<file path="src/rtl/blake2_msg_framer_if.sv">
`default_nettype none
// ============================================================================
//  Module   : blake2_msg_framer_if
//  Purpose  : Bundles the upstream byte stream and the downstream blake2 core
//             block interface of the message framer.
//             The master modport is the framer's view.
//             The slave modport is the environment's view.
//             BLAKE2_FRAMER_EMPTY_MSG_EN adds in_empty_i, the request for a
//             zero-length message.
//  Revision : 1.0 - initial release
// ============================================================================
interface blake2_msg_framer_if #(
    parameter int BB       = 64,
    parameter int BB_CLOG2 = $clog2(BB),
    parameter int LL_W     = 128
);
    logic                in_v_i;
    logic [7:0]          in_data_i;
    logic                in_last_i;
`ifdef BLAKE2_FRAMER_EMPTY_MSG_EN
    logic                in_empty_i;
`endif
    logic                in_ready_o;
    logic                down_ready_i;
    logic                data_v_o;
    logic [BB_CLOG2-1:0] data_idx_o;
    logic [7:0]          data_o;
    logic                block_first_o;
    logic                block_last_o;
    logic [LL_W-1:0]     ll_o;

`ifdef BLAKE2_FRAMER_EMPTY_MSG_EN
    modport master (
        input  in_v_i, in_data_i, in_last_i, in_empty_i, down_ready_i,
        output in_ready_o, data_v_o, data_idx_o, data_o,
               block_first_o, block_last_o, ll_o
    );
    modport slave (
        output in_v_i, in_data_i, in_last_i, in_empty_i, down_ready_i,
        input  in_ready_o, data_v_o, data_idx_o, data_o,
               block_first_o, block_last_o, ll_o
    );
`else
    modport master (
        input  in_v_i, in_data_i, in_last_i, down_ready_i,
        output in_ready_o, data_v_o, data_idx_o, data_o,
               block_first_o, block_last_o, ll_o
    );
    modport slave (
        output in_v_i, in_data_i, in_last_i, down_ready_i,
        input  in_ready_o, data_v_o, data_idx_o, data_o,
               block_first_o, block_last_o, ll_o
    );
`endif
endinterface
`default_nettype wire

</file>
<file path="src/rtl/blake2_msg_framer.sv">
`default_nettype none
// ============================================================================
//  Module   : blake2_msg_framer
//  Purpose  : Converts a valid/ready byte stream with a last-byte flag into
//             the blake2 core's 64-byte block interface.
//             It generates the index and the first/last block flags.
//             It zero-pads the final block and counts the message length.
//             Optional macro BLAKE2_FRAMER_EMPTY_MSG_EN enables zero-length
//             messages via in_empty_i.
//  Revision : 1.0 - initial release
// ============================================================================
module blake2_msg_framer #(
    parameter int BB       = 64,
    parameter int BB_CLOG2 = $clog2(BB),
    parameter int LL_W     = 128
) (
    input  wire logic               clk,
    input  wire logic               nreset,
    blake2_msg_framer_if.master     bus
);

    typedef enum logic [1:0] {
        S_IDLE   = 2'd0,
        S_STREAM = 2'd1,
        S_PAD    = 2'd2
    } state_t;

    localparam logic [BB_CLOG2-1:0] c_idx_last = BB_CLOG2'(BB - 1);

    state_t              r_state;
    logic [BB_CLOG2-1:0] r_idx;
    logic                r_first;
    logic                r_last;
    logic [LL_W-1:0]     r_ll;

    logic                w_is_idle;
    logic                w_is_pad;
    logic                w_idx_end;
    logic                w_in_ready;
    logic                w_empty_req;
    logic                w_accept;
    logic                w_xfer;
    logic [BB_CLOG2-1:0] w_idx_next;

    assign w_is_idle  = (r_state == S_IDLE);
    assign w_is_pad   = (r_state == S_PAD);
    assign w_idx_end  = (r_idx == c_idx_last);
    assign w_idx_next = w_idx_end ? '0 : r_idx + 1'b1;

    // Every output is gated by nreset so the core sees all zeros during reset.
    assign w_in_ready = nreset & bus.down_ready_i & ~w_is_pad;

`ifdef BLAKE2_FRAMER_EMPTY_MSG_EN
    // An empty-message request is handshaked like a byte but carries no data.
    assign w_empty_req = w_is_idle & bus.in_v_i & bus.in_empty_i & w_in_ready;
`else
    assign w_empty_req = 1'b0;
`endif

    assign w_accept = bus.in_v_i & w_in_ready & ~w_empty_req;
    assign w_xfer   = w_accept | (nreset & bus.down_ready_i & w_is_pad);

    assign bus.in_ready_o    = w_in_ready;
    assign bus.data_v_o      = w_xfer;
    assign bus.data_idx_o    = r_idx;
    assign bus.data_o        = (nreset & ~w_is_pad) ? bus.in_data_i : 8'h00;
    assign bus.block_first_o = nreset & (w_is_idle | r_first);
    assign bus.block_last_o  = nreset & (r_last | (w_accept & bus.in_last_i) | w_is_pad);
    assign bus.ll_o          = r_ll;

    // Framing FSM: advances the index on every beat and tracks the flags and length.
    always_ff @(posedge clk or negedge nreset) begin
        if (!nreset) begin
            r_state <= S_IDLE;
            r_idx   <= '0;
            r_first <= 1'b0;
            r_last  <= 1'b0;
            r_ll    <= '0;
        end else if (w_empty_req) begin
            // A whole block of padding stands in for the absent data.
            r_state <= S_PAD;
            r_idx   <= '0;
            r_first <= 1'b1;
            r_last  <= 1'b1;
            r_ll    <= '0;
        end else if (w_xfer) begin
            r_idx <= w_idx_next;
            case (r_state)
                S_IDLE, S_STREAM: begin
                    if (w_is_idle) begin
                        r_ll    <= LL_W'(1);
                        r_first <= ~w_idx_end;
                        r_state <= S_STREAM;
                    end else begin
                        r_ll <= r_ll + LL_W'(1);
                        if (w_idx_end) begin
                            r_first <= 1'b0;
                        end
                    end
                    if (bus.in_last_i) begin
                        if (w_idx_end) begin
                            // Message length is an exact multiple of the block size: no pad.
                            r_state <= S_IDLE;
                            r_first <= 1'b0;
                            r_last  <= 1'b0;
                        end else begin
                            r_state <= S_PAD;
                            r_last  <= 1'b1;
                        end
                    end
                end
                S_PAD: begin
                    if (w_idx_end) begin
                        r_state <= S_IDLE;
                        r_first <= 1'b0;
                        r_last  <= 1'b0;
                    end
                end
                default: begin
                    r_state <= S_IDLE;
                end
            endcase
        end
    end

endmodule
`default_nettype wire

</file>
<file path="src/flat_wrapper.sv">
// flat-port wrapper written by rule: the top's interface ports become plain ports
module blake2_msg_framer_flat 
#(
    parameter int BB       = 64,
    parameter int BB_CLOG2 = $clog2(BB),
    parameter int LL_W     = 128
)
  (clk, nreset, bus_in_v_i, bus_in_data_i, bus_in_last_i, bus_down_ready_i, bus_in_ready_o, bus_data_v_o, bus_data_idx_o, bus_data_o, bus_block_first_o, bus_block_last_o, bus_ll_o);
  blake2_msg_framer_if #(.BB(BB), .BB_CLOG2(BB_CLOG2), .LL_W(LL_W)) bus_i ();
  input  wire logic clk;
  input  wire logic nreset;
  input wire logic [$bits(bus_i.in_v_i)-1:0] bus_in_v_i;
  input wire logic [$bits(bus_i.in_data_i)-1:0] bus_in_data_i;
  input wire logic [$bits(bus_i.in_last_i)-1:0] bus_in_last_i;
  input wire logic [$bits(bus_i.down_ready_i)-1:0] bus_down_ready_i;
  output wire logic [$bits(bus_i.in_ready_o)-1:0] bus_in_ready_o;
  output wire logic [$bits(bus_i.data_v_o)-1:0] bus_data_v_o;
  output wire logic [$bits(bus_i.data_idx_o)-1:0] bus_data_idx_o;
  output wire logic [$bits(bus_i.data_o)-1:0] bus_data_o;
  output wire logic [$bits(bus_i.block_first_o)-1:0] bus_block_first_o;
  output wire logic [$bits(bus_i.block_last_o)-1:0] bus_block_last_o;
  output wire logic [$bits(bus_i.ll_o)-1:0] bus_ll_o;
  assign bus_i.in_v_i = bus_in_v_i;
  assign bus_i.in_data_i = bus_in_data_i;
  assign bus_i.in_last_i = bus_in_last_i;
  assign bus_i.down_ready_i = bus_down_ready_i;
  assign bus_in_ready_o = bus_i.in_ready_o;
  assign bus_data_v_o = bus_i.data_v_o;
  assign bus_data_idx_o = bus_i.data_idx_o;
  assign bus_data_o = bus_i.data_o;
  assign bus_block_first_o = bus_i.block_first_o;
  assign bus_block_last_o = bus_i.block_last_o;
  assign bus_ll_o = bus_i.ll_o;
  blake2_msg_framer #(.BB(BB), .BB_CLOG2(BB_CLOG2), .LL_W(LL_W)) u_core (.clk(clk), .nreset(nreset), .bus(bus_i));
endmodule
</file>
<file path="config.mk">
export PLATFORM = sky130hd
export DESIGN_NAME = blake2_msg_framer_flat
export DESIGN_NICKNAME = d
export VERILOG_FILES = /design/src/rtl/blake2_msg_framer_if.sv /design/src/rtl/blake2_msg_framer.sv /design/src/flat_wrapper.sv
export SDC_FILE = /design/constraint.sdc
export NUM_CORES = 1
export LEC_CHECK = 0
export CORE_MARGIN = 2
export CORE_UTILIZATION = 48
export DETAILED_ROUTE_END_ITERATION = 16
export PLACE_DENSITY = 0.77
export SYNTH_ARGS = -nofsm -noshare
export SYNTH_HDL_FRONTEND = slang
export SYNTH_SLANG_ARGS = --single-unit
</file>
<file path="constraint.sdc">
create_clock -name clk -period 2.61 [get_ports clk]
set_clock_uncertainty 0.15 [all_clocks]
set_input_delay 0.522 -clock clk [delete_from_list [all_inputs] [get_ports clk]]
set_output_delay 0.522 -clock clk [all_outputs]
set_load 0.1 [all_outputs]
</file>
==> impl_metrics.csv, run 1 <==
group,metric,value,unit
floorplan,die_y,136,um
timing,final.period_utilization,1.02,
synthesis,synthXorXnorAreaFrac,0.0742,
synthesis,synth_top_area_cell,"dfrtp_1",
timing,worstMarginPinSlew,0.750,ns
power,p_comb_frac,0.278,
worst_setup_path,crit_fanout,3,
timing,hold_viol_final,0,
route,finalWirelength,35.8,mm
worst_setup_path,cp_top_family,"simple AND/OR/NAND/NOR gates",
global_route,grt_max_degree,66,
timing,slew_viol_final,0,
timing,fmax,0.375,GHz
power,p_int,4330,uW
synthesis,yosysSeqAreaShare,0.412,
cells_and_area,num-nets-final,1426,
floorplan,core-area,17200,um^2
power,p_leak,0.00581,uW
cts,htree_levels,4,
cells_and_area,fillCellCount,1166,
cts,clkTransAtPathRegs,0.06,ns
floorplan,rows,48,
floorplan,ios,159,
flow_run,cap_violations,0,
route,drc,0,
route,wire_per_inst,21.7,um
worst_setup_path,critPathKind,"flip-flop to flip-flop",
route,via_per_inst,6.24,
route,first_iter_violations,1232,
cells_and_area,area_growth,62.0,%
outcome,status,"complete, but fails checks",
cts,cts-buffers-inserted,17,
global_route,grt_pass1_wl,53.2,mm
power,irDropWorstVdd,0.842,mV
worst_setup_path,cpMostUsedCell,"or3_4",
timing,fin_ws,-0.0596,ns
place,place_inst,1579,
synthesis,synth_top_area_frac,0.412,
synthesis,avgSynthCellArea,8.46,um^2
timing,maxSlewHeadroom,0.500,
cells_and_area,fin_cells,1649,
place,pre_cts_ws,-0.551,ns
timing,rsz0062_at_grt,"yes",
synthesis,yosys_warnings,0,
worst_setup_path,cp_num_buf_inv,1,
worst_setup_path,worstPathArrival,2.89,ns
timing,fin_hold_ws,0.0372,ns
cells_and_area,drive_gt1_frac,0.478,
floorplan,die_w,136,um
global_route,grt_pass1_vias,9746,
global_route,grtUsageTotal,0.376,
timing,setup_viol,6,
worst_setup_path,slowest_delay,0.58,ns
synthesis,synthTopCellsByArea,"dfrtp_1, nand4_1, nand3_1",
worst_setup_path,worstPathCellList,"ha_4, and4_4, nand4_1, or3_4, or4_4, buf_6, or3_4, a21oi_2",
cells_and_area,antenna_cells,0,
synthesis,async_flop_share,1.00,
synthesis,yosysUniqueCellTypes,54,
floorplan,initial_utilization,0.488,
cts,cts_tree,"yes",
synthesis,synth_mux_area_frac,0.00597,
worst_setup_path,cp-start-kind,"flip-flop",
cts,cts_buffer_depth,2,
cts,clock_tree.root_cell,"clkbuf_16",
worst_setup_path,cp_slowest_cell,"or4_4",
synthesis,synth-simple-area-share,0.399,
place,port_buffers,158,
power,switchingPower,2430,uW
cts,cts_sinks,138,
synthesis,synth_edf_count,0,
synthesis,ys_ff_latch,138,
floorplan,die-area,18500,um^2
synthesis,synth-compound-area-share,0.0826,
worst_setup_path,cp-end-kind,"flip-flop",
power,switching_share,0.360,
global_route,antenna_found_initial,0,
outcome,violations,"setup timing",
place,gp_congestion,1.02,
cts,clock_latency,0.44,ns
route,firstDrtPassIters,8,
power,seqPwrFrac,0.351,
synthesis,synthAdderAreaFrac,0.00299,
place,hpwlAfterDp,25.8,mm
power,power_frac_clock,0.370,
hold_path,hold_class,"input port to asynchronous set/reset pin",
route,ant_nets,0,
synthesis,synthesis.nets,1006,
synthesis,synth_top_family_by_area,"simple AND/OR/NAND/NOR gates",
power,pwr_density_cell,498,nW/um^2
global_route,grt-ovfl-total,0,
worst_setup_path,required,2.83,ns
synthesis,synth_flop_cell,"dfrtp_1",
synthesis,syn_inst,991,
route,via_count,10289,
synthesis,synth_area,8380,um^2
timing,period_minus_slack,2.67,ns
placed cells by master (no fill, tap or decap), types with 16 or more instances in the layout:
cell / n
buf_12: 16
and2_1: 22
buf_4: 400
a21oi_1: 31
nand2_1: 80
or3_1: 22
nand3_1: 75
nor2_1: 110
o21ai_0: 33
clkbuf_16: 17
xnor2_1: 39
and3_1: 32
nor4_1: 28
nand4_1: 71
and4_1: 19
dfrtp_2: 30
xor2_1: 32
nor3_1: 35
dfrtp_4: 84
dfrtp_1: 24
state kept, by name, indices dropped and copies added (netlist names):
register and cells:
u_core.r_last 1, u_core.bus.data_idx_o 6, u_core.r_state 2, u_core.r_first 1, u_core.bus.ll_o 128
area by class of cell:
| cell class | count | area [um^2] | area share |
|---|---|---|---|
| Multi-Input combinational cell | 804 | 5280 | 0.389 |
| Sequential cell | 138 | 3810 | 0.280 |
| Timing Repair Buffer | 439 | 3570 | 0.263 |
| Clock buffer | 21 | 450 | 0.0332 |
| Tap cell | 225 | 282 | 0.0207 |
| Clock inverter | 11 | 145 | 0.0107 |
| Inverter | 11 | 41.3 | 0.00304 |
stage by stage:
step                instance area, um^2  utilization  setup TNS, ns  total power [uW]
CTS                               13100        0.762         -0.140              6740
finish                            13600        0.790         -0.270              6760
global route                      13600        0.790          -1.21              6950
global placement                  12200        0.712         -16.62              4220
detailed placement                12200        0.712         -20.78              4240
floorplan                          8890            -          -2.29              3630
final timing paths:
path	cells after the start	start	slack [ns]	to
worst min register to register	1	u_core.bus.data_idx_o[5]	0.36	u_core.bus.data_idx_o[5]
worst min-delay path	3	nreset	0.04	u_core.r_first
worst max register to register	8	u_core.bus.ll_o[0]	-0.06	u_core.bus.ll_o[126]
worst max-delay path	8	u_core.bus.ll_o[0]	-0.06	u_core.bus.ll_o[126]
min in group clk	1	u_core.bus.data_idx_o[5]	0.36	u_core.bus.data_idx_o[5]
max in group asynchronous	3	nreset	1.45	u_core.bus.ll_o[72]
worst register-to-register path, stage by stage, from the launching register on:
cell and delay, ns:
dfrtp_4 0.44, ha_4 0.15, and4_4 0.22, nand4_1 0.11
or3_4 0.38, or4_4 0.58, buf_6 0.16, or3_4 0.32
a21oi_2 0.11
routing by layer:
metal / vias to the layer above / global-route usage / part of all wire
met4: 0 / 0.178 / 0.049
met2: 650 / 0.591 / 0.46
met3: 168 / 0.110 / 0.10
met5: - / 0 / 0
met1: 4940 / 0.477 / 0.39
li1: 4531 / - / -
Yosys cell counts, drive strengths merged, types with 6 or more instances:
| cell type | n |
|---|---|
| a21oi | 42 |
| a22o | 6 |
| and2 | 23 |
| and3 | 35 |
| and4 | 23 |
| buf | 7 |
| clkbuf | 31 |
| dfrtp | 138 |
| inv | 11 |
| nand2 | 87 |
| nand2b | 6 |
| nand3 | 86 |
| nand4 | 73 |
| nor2 | 114 |
| nor3 | 44 |
| nor4 | 44 |
| o21a | 7 |
| o21ai | 34 |
| o31ai | 7 |
| or3 | 34 |
| or4 | 17 |
| xnor2 | 39 |
| xor2 | 32 |
power by group through the flow:
stage / sequential, uW / clock (uW) / combinational (uW)
2_1_floorplan: 3080 / 0 / 549
3_3_place_gp: 2410 / 0 / 1810
3_5_place_dp: 2410 / 0 / 1840
4_1_cts: 2370 / 2510 / 1860
5_1_grt: 2390 / 2600 / 1970
6_report: 2380 / 2500 / 1880
cell families (layout without fill, tap and decap cells):
family	Yosys count	count (layout)
and+or+nand+nor	611	611
DFF	138	138
AOI/OAI and AO/OA	115	115
xor gates and xnor gates	71	71
buffers and inverters	49	482
muxes	5	5
adders and majority gates	2	2
timing repair:
item                                    in CTS  in global routing
setup buffers                               20                 20
endpoints found under the hold margin       31                  0
hold buffers                                 1                  0
gates resized for setup                     25                 76
endpoints found under the setup margin      22                 52
pin swaps                                   21                 44
Note: power is estimated with default switching activity, not from simulation.
==> run 2: changes to the inputs <==
--- a/config.mk
+++ b/config.mk
@@ -8,6 +8,7 @@
 export CORE_MARGIN = 2
 export CORE_UTILIZATION = 48
 export DETAILED_ROUTE_END_ITERATION = 16
+export MAX_ROUTING_LAYER = met4
 export PLACE_DENSITY = 0.77
 export SYNTH_ARGS = -nofsm -noshare
 export SYNTH_HDL_FRONTEND = slang
==> run 2 against run 1 <==
Effect of this change:
- the flow still finishes with violations (setup timing)
- sequential power barely moved
- cell area decreased by 0.89%
- global-route usage increased by 0.95 points
- routed wire length down 1.6%
- register-to-register slack got worse by 0.05 ns
- sequential cell count unchanged
- clock power rose by 2%
- die area unchanged
- fmax shrank 1.9%
- critical endpoint is now u_core.bus.ll_o[97]
- largest cell class unchanged
- largest power group unchanged
==> impl_metrics.csv, run 2 (same netlist as run 1, synthesis figures left out) <==
group,metric,value,unit
worst_setup_path,worstPathCellList,"nand4_4, nor4_4, buf_4, buf_4, nand4_1, or4_4, or3_1, a21oi_1",
cts,cts_buffer_depth,2,
worst_setup_path,cp-start-kind,"flip-flop",
global_route,grt_pass1_wl,52.6,mm
timing,final.period_utilization,1.04,
place,port_buffers,158,
cells_and_area,antenna_cells,0,
floorplan,core-area,17200,um^2
route,via_per_inst,6.26,
timing,rsz0062_at_grt,"yes",
cells_and_area,fillCellCount,1194,
power,p_leak,0.00577,uW
cts,cts-buffers-inserted,17,
timing,worstMarginPinSlew,0.837,ns
global_route,grt_max_degree,122,
cells_and_area,drive_gt1_frac,0.459,
route,via_count,10261,
outcome,status,"complete, but fails checks",
cells_and_area,layout_commonest_cell,"buf_4",
cells_and_area,largest_register_ffs,128,
power,pwr_density_cell,507,nW/um^2
place,gp_congestion,1.03,
cts,clkTransAtPathRegs,0.06,ns
floorplan,die-area,18500,um^2
hold_path,hold_class,"input port to asynchronous set/reset pin",
worst_setup_path,cp_top_family,"simple AND/OR/NAND/NOR gates",
worst_setup_path,rr_startpoint,"u_core.bus.ll_o[54]",
cts,htree_levels,4,
global_route,grt_pass1_vias,9647,
route,drc,0,
timing,slew_viol_final,0,
power,irDropWorstVdd,0.931,mV
timing,setup_tns,-0.394,ns
route,wire_per_inst,21.5,um
worst_setup_path,cpMostUsedCell,"buf_4",
worst_setup_path,worstRegToRegCells,8,
cts,clock_tree.root_cell,"clkbuf_16",
worst_setup_path,rr_endpoint,"u_core.bus.ll_o[97]",
timing,fmax,0.367,GHz
outcome,violations,"setup timing",
global_route,grt-ovfl-total,0,
worst_setup_path,cp_num_buf_inv,2,
floorplan,die_w,136,um
worst_setup_path,reg2reg_slack,-0.11,ns
timing,maxSlewHeadroom,0.440,
floorplan,rows,48,
global_route,antenna_found_initial,0,
worst_setup_path,worstPathArrival,2.93,ns
cells_and_area,mostFrequentLayoutCells,"buf_4, nor2_1, nand2_1",
cts,cts_tree,"yes",
route,finalWirelength,35.2,mm
worst_setup_path,crit_fanout,4,
cells_and_area,area_growth,60.6,%
timing,hold_viol_final,0,
cells_and_area,num-nets-final,1415,
worst_setup_path,cp-end-kind,"flip-flop",
worst_setup_path,cp_slowest_cell,"or4_4",
cells_and_area,final_util,0.783,
floorplan,die_y,136,um
route,firstDrtPassIters,5,
floorplan,ios,159,
worst_setup_path,critPathKind,"flip-flop to flip-flop",
route,ant_nets,0,
cts,clock_latency,0.43,ns
timing,fin_ws,-0.112,ns
place,hpwlAfterDp,26.1,mm
floorplan,initial_utilization,0.488,
timing,setup_viol,9,
timing,period_minus_slack,2.72,ns
worst_setup_path,slowest_delay,0.60,ns
worst_setup_path,required,2.82,ns
route,first_iter_violations,1228,
cts,cts_sinks,138,
global_route,grtUsageTotal,0.386,
flow_run,cap_violations,0,
run 2: worst min-delay path, delay by kind of cell:
kind,cells,cell delay [ns]
buffers and inverters,3,0.72
run 2: cell type report:
class / count / area, um^2 / share of cell area
multi-input combinational: 804 / 5170 / 0.384
inverter: 11 / 41.3 / 0.00307
clock buffer: 22 / 464 / 0.0345
timing repair buffer: 428 / 3550 / 0.264
sequential: 138 / 3810 / 0.283
tap: 225 / 282 / 0.0209
clock inverter: 10 / 143 / 0.0106
run 2: how the worst max path moves through the flow:
stage,startpoint,depth (start not counted),endpoint,slack [ns]
6_report,u_core.bus.ll_o[54],8,u_core.bus.ll_o[97],-0.11
5_1_grt,u_core.bus.ll_o[54],8,u_core.bus.ll_o[97],-0.17
4_1_cts,u_core.bus.ll_o[9],6,u_core.bus.ll_o[111],-0.06
3_5_place_dp,bus_down_ready_i,7,u_core.bus.ll_o[101],-0.62
3_3_place_gp,bus_down_ready_i,8,u_core.bus.ll_o[115],-0.59
2_1_floorplan,u_core.bus.ll_o[17],6,u_core.bus.ll_o[111],-0.28
run 2: timing repair:
| item | CTS | global route |
|---|---|---|
| cloned | 0 | 0 |
| hold endpoints to repair | 17 | 0 |
| setup endpoints to repair | 29 | 39 |
| gates resized for setup | 22 | 58 |
| hold buffers | 1 | 0 |
| pin swaps | 19 | 27 |
| buffers inserted | 12 | 17 |
run 2: per-stage QoR:
stage | cell area, um^2 | setup slack (ns) | std cells | power (uW) | hold slack, ns
2_1_floorplan | 8890 | -0.281 | 991 | 3630 | 0.0764
3_3_place_gp | 12300 | -0.589 | 1577 | 4240 | 0.348
3_5_place_dp | 12300 | -0.625 | 1577 | 4270 | 0.351
4_1_cts | 13100 | -0.0554 | 1622 | 6800 | 0.210
5_1_grt | 13500 | -0.172 | 1638 | 6990 | 0.249
6_report | 13500 | -0.112 | 1638 | 6820 | 0.169
run 2: layer usage:
metal,wire length (um),GRT usage,up-vias
li1,-,-,4508
met1,13800,0.495,4959
met2,16600,0.596,663
met5,0,-,-
met4,1550,0.176,0
met3,3240,0.0697,131
run 2: where the power goes:
group	switching (uW)	internal, uW	total, uW
clock network	990	1560	2550
registers	101	2270	2370
logic	1360	538	1900
==> run 3: changes to the inputs <==
--- a/config.mk
+++ b/config.mk
@@ -6,10 +6,10 @@
 export NUM_CORES = 1
 export LEC_CHECK = 0
 export CORE_MARGIN = 2
-export CORE_UTILIZATION = 48
+export CORE_UTILIZATION = 45
 export DETAILED_ROUTE_END_ITERATION = 16
 export MAX_ROUTING_LAYER = met4
-export PLACE_DENSITY = 0.77
+export PLACE_DENSITY = 0.73
 export SYNTH_ARGS = -nofsm -noshare
 export SYNTH_HDL_FRONTEND = slang
 export SYNTH_SLANG_ARGS = --single-unit
==> run 3 against run 2 <==
Effect of this change:
- the flow still finishes with violations (setup timing)
- fmax grew 1.2%
- sequential power is essentially flat
- power grew 0.64%
- die area grew 6.5%
- clock-buffer cell count shrank 1
- non-clock buffer count shrank 8
- setup slack gained 0.033 ns
- register-to-register slack gained 0.03 ns
- combinational power is essentially flat
- hold slack lost 0.15 ns
- critical endpoint is now u_core.bus.ll_o[111]
- largest cell class unchanged
- highest routed layer unchanged
==> impl_metrics.csv, run 3 (same netlist as run 1, synthesis figures left out) <==
group,metric,value,unit
outcome,status,"complete, but fails checks",
outcome,violations,"setup timing",
power,irDropWorstVdd,0.902,mV
global_route,grt_pass1_vias,9466,
route,finalWirelength,34.4,mm
route,first_iter_violations,1024,
cts,clock_latency,0.43,ns
timing,slew_viol_final,0,
place,hpwlAfterDp,26.0,mm
route,top_layer_used,"met4",
cells_and_area,layout_commonest_cell,"buf_4",
route,drc,0,
route,met2WireLength,16.0,mm
worst_setup_path,cp-start-kind,"flip-flop",
route,via_count,9999,
place,gp_congestion,1.05,
route,wire_per_inst,21.1,um
flow_run,cap_violations,0,
worst_setup_path,crit_fanout,4,
cells_and_area,area_growth,58.7,%
timing,setup_tns,-0.247,ns
timing,maxSlewHeadroom,0.602,
power,p_leak,0.00566,uW
cells_and_area,mostFrequentLayoutCells,"buf_4, nor2_1, nand2_1, dfrtp_4, nand3_1",
floorplan,die-area,19700,um^2
cts,cts_sinks,138,
worst_setup_path,required,2.82,ns
power,pwr_density_cell,516,nW/um^2
worst_setup_path,worstRegToRegCells,6,
cells_and_area,antenna_cells,0,
power,power,6860,uW
worst_setup_path,cp-end-kind,"flip-flop",
cts,cts_buffer_depth,2,
floorplan,core-area,18100,um^2
cells_and_area,largest_register_ffs,128,
timing,worstMarginPinSlew,0.598,ns
floorplan,rows,49,
worst_setup_path,worstPathArrival,2.90,ns
floorplan,die_y,140,um
route,wl_met3,3.25,mm
cells_and_area,drive_gt1_frac,0.453,
timing,setup_viol,7,
cts,cts-buffers-inserted,17,
cts,cts_tree,"yes",
route,via_per_inst,6.12,
global_route,grt_pass1_wl,52.6,mm
timing,fin_ws,-0.0793,ns
worst_setup_path,critPathKind,"flip-flop to flip-flop",
cts,clock_tree.root_cell,"clkbuf_16",
worst_setup_path,reg2reg_slack,-0.08,ns
cts,clkTransAtPathRegs,0.06,ns
global_route,antenna_found_initial,0,
route,firstDrtPassIters,7,
route,wl_met1,13.8,mm
cells_and_area,fillCellCount,1394,
timing,final.period_utilization,1.03,
timing,fmax,0.372,GHz
global_route,grt-ovfl-total,0,
global_route,grt_max_degree,61,
place,port_buffers,158,
timing,rsz0062_at_grt,"yes",
cells_and_area,num-nets-final,1407,
hold_path,hold_class,"input port to asynchronous set/reset pin",
floorplan,initial_utilization,0.462,
route,ant_nets,0,
floorplan,die_w,140,um
timing,hold_viol_final,0,
floorplan,ios,159,
timing,period_minus_slack,2.69,ns
cts,htree_levels,4,
global_route,grtUsageTotal,0.354,
==> run 3: per-layer routing <==
layer | up-vias | track usage
li1 | 4484 | -
met1 | 4775 | 0.457
met2 | 611 | 0.551
met3 | 129 | 0.0732
met4 | 0 | 0.133
met5 | - | -
==> run 3: area by class of cell <==
| class | count | area [um^2] | area share |
|---|---|---|---|
| clock buffers | 21 | 450 | 0.0339 |
| clock inverters | 11 | 173 | 0.0130 |
| inverters | 11 | 41.3 | 0.00310 |
| multi-input cells | 804 | 5120 | 0.385 |
| flip-flops and latches | 138 | 3810 | 0.286 |
| well taps | 229 | 287 | 0.0215 |
| repair buffers | 420 | 3430 | 0.258 |
==> run 3: power breakdown <==
group | total, uW | internal [uW] | switching (uW) | leakage, uW
logic | 1880 | 535 | 1350 | 0.00368
registers | 2380 | 2270 | 109 | 0.00168
clock network | 2600 | 1630 | 973 | 0.000301
total | 6860 | 4430 | 2430 | 0.00566
==> run 3: path summary, 6_finish.rpt <==
kind                                           from                  endpoint
setup / recovery                u_core.bus.ll_o[18]      u_core.bus.ll_o[111]
hold / removal                               nreset  u_core.bus.data_idx_o[3]
setup reg to reg                u_core.bus.ll_o[18]      u_core.bus.ll_o[111]
hold reg to reg            u_core.bus.data_idx_o[5]  u_core.bus.data_idx_o[5]
max in group asynchronous                    nreset       u_core.bus.ll_o[77]
min in group clk           u_core.bus.data_idx_o[5]  u_core.bus.data_idx_o[5]
==> run 3: repair_timing <==
item | CTS | global route
hold buffers | 1 | 0
buffers inserted | 12 | 13
endpoints found under the setup margin | 18 | 36
resized for setup | 15 | 53
hold endpoints to repair | 11 | 0
pin swaps | 17 | 25
==> run 3: stage by stage <==
step | cell area, um^2 | hold slack, ns | utilization | std cells | worst slack (ns)
global placement | 12200 | 0.324 | 0.673 | 1577 | -0.429
global route | 13300 | 0.0291 | 0.733 | 1634 | -0.0893
finish | 13300 | 0.0225 | 0.733 | 1634 | -0.0793
CTS | 13000 | 0.0271 | 0.716 | 1622 | -0.0332
detailed placement | 12200 | 0.325 | 0.673 | 1577 | -0.489
floorplan | 8890 | 0.0764 | - | 991 | -0.281
==> run 3: worst max-delay path: stages, from the launching register on <==
cell	delay (ns)
dfrtp_4	0.43
nand4_1	0.14
or2_4	0.28
or4_4	0.53
or4b_4	0.53
or4_4	0.43
a21oi_2	0.13
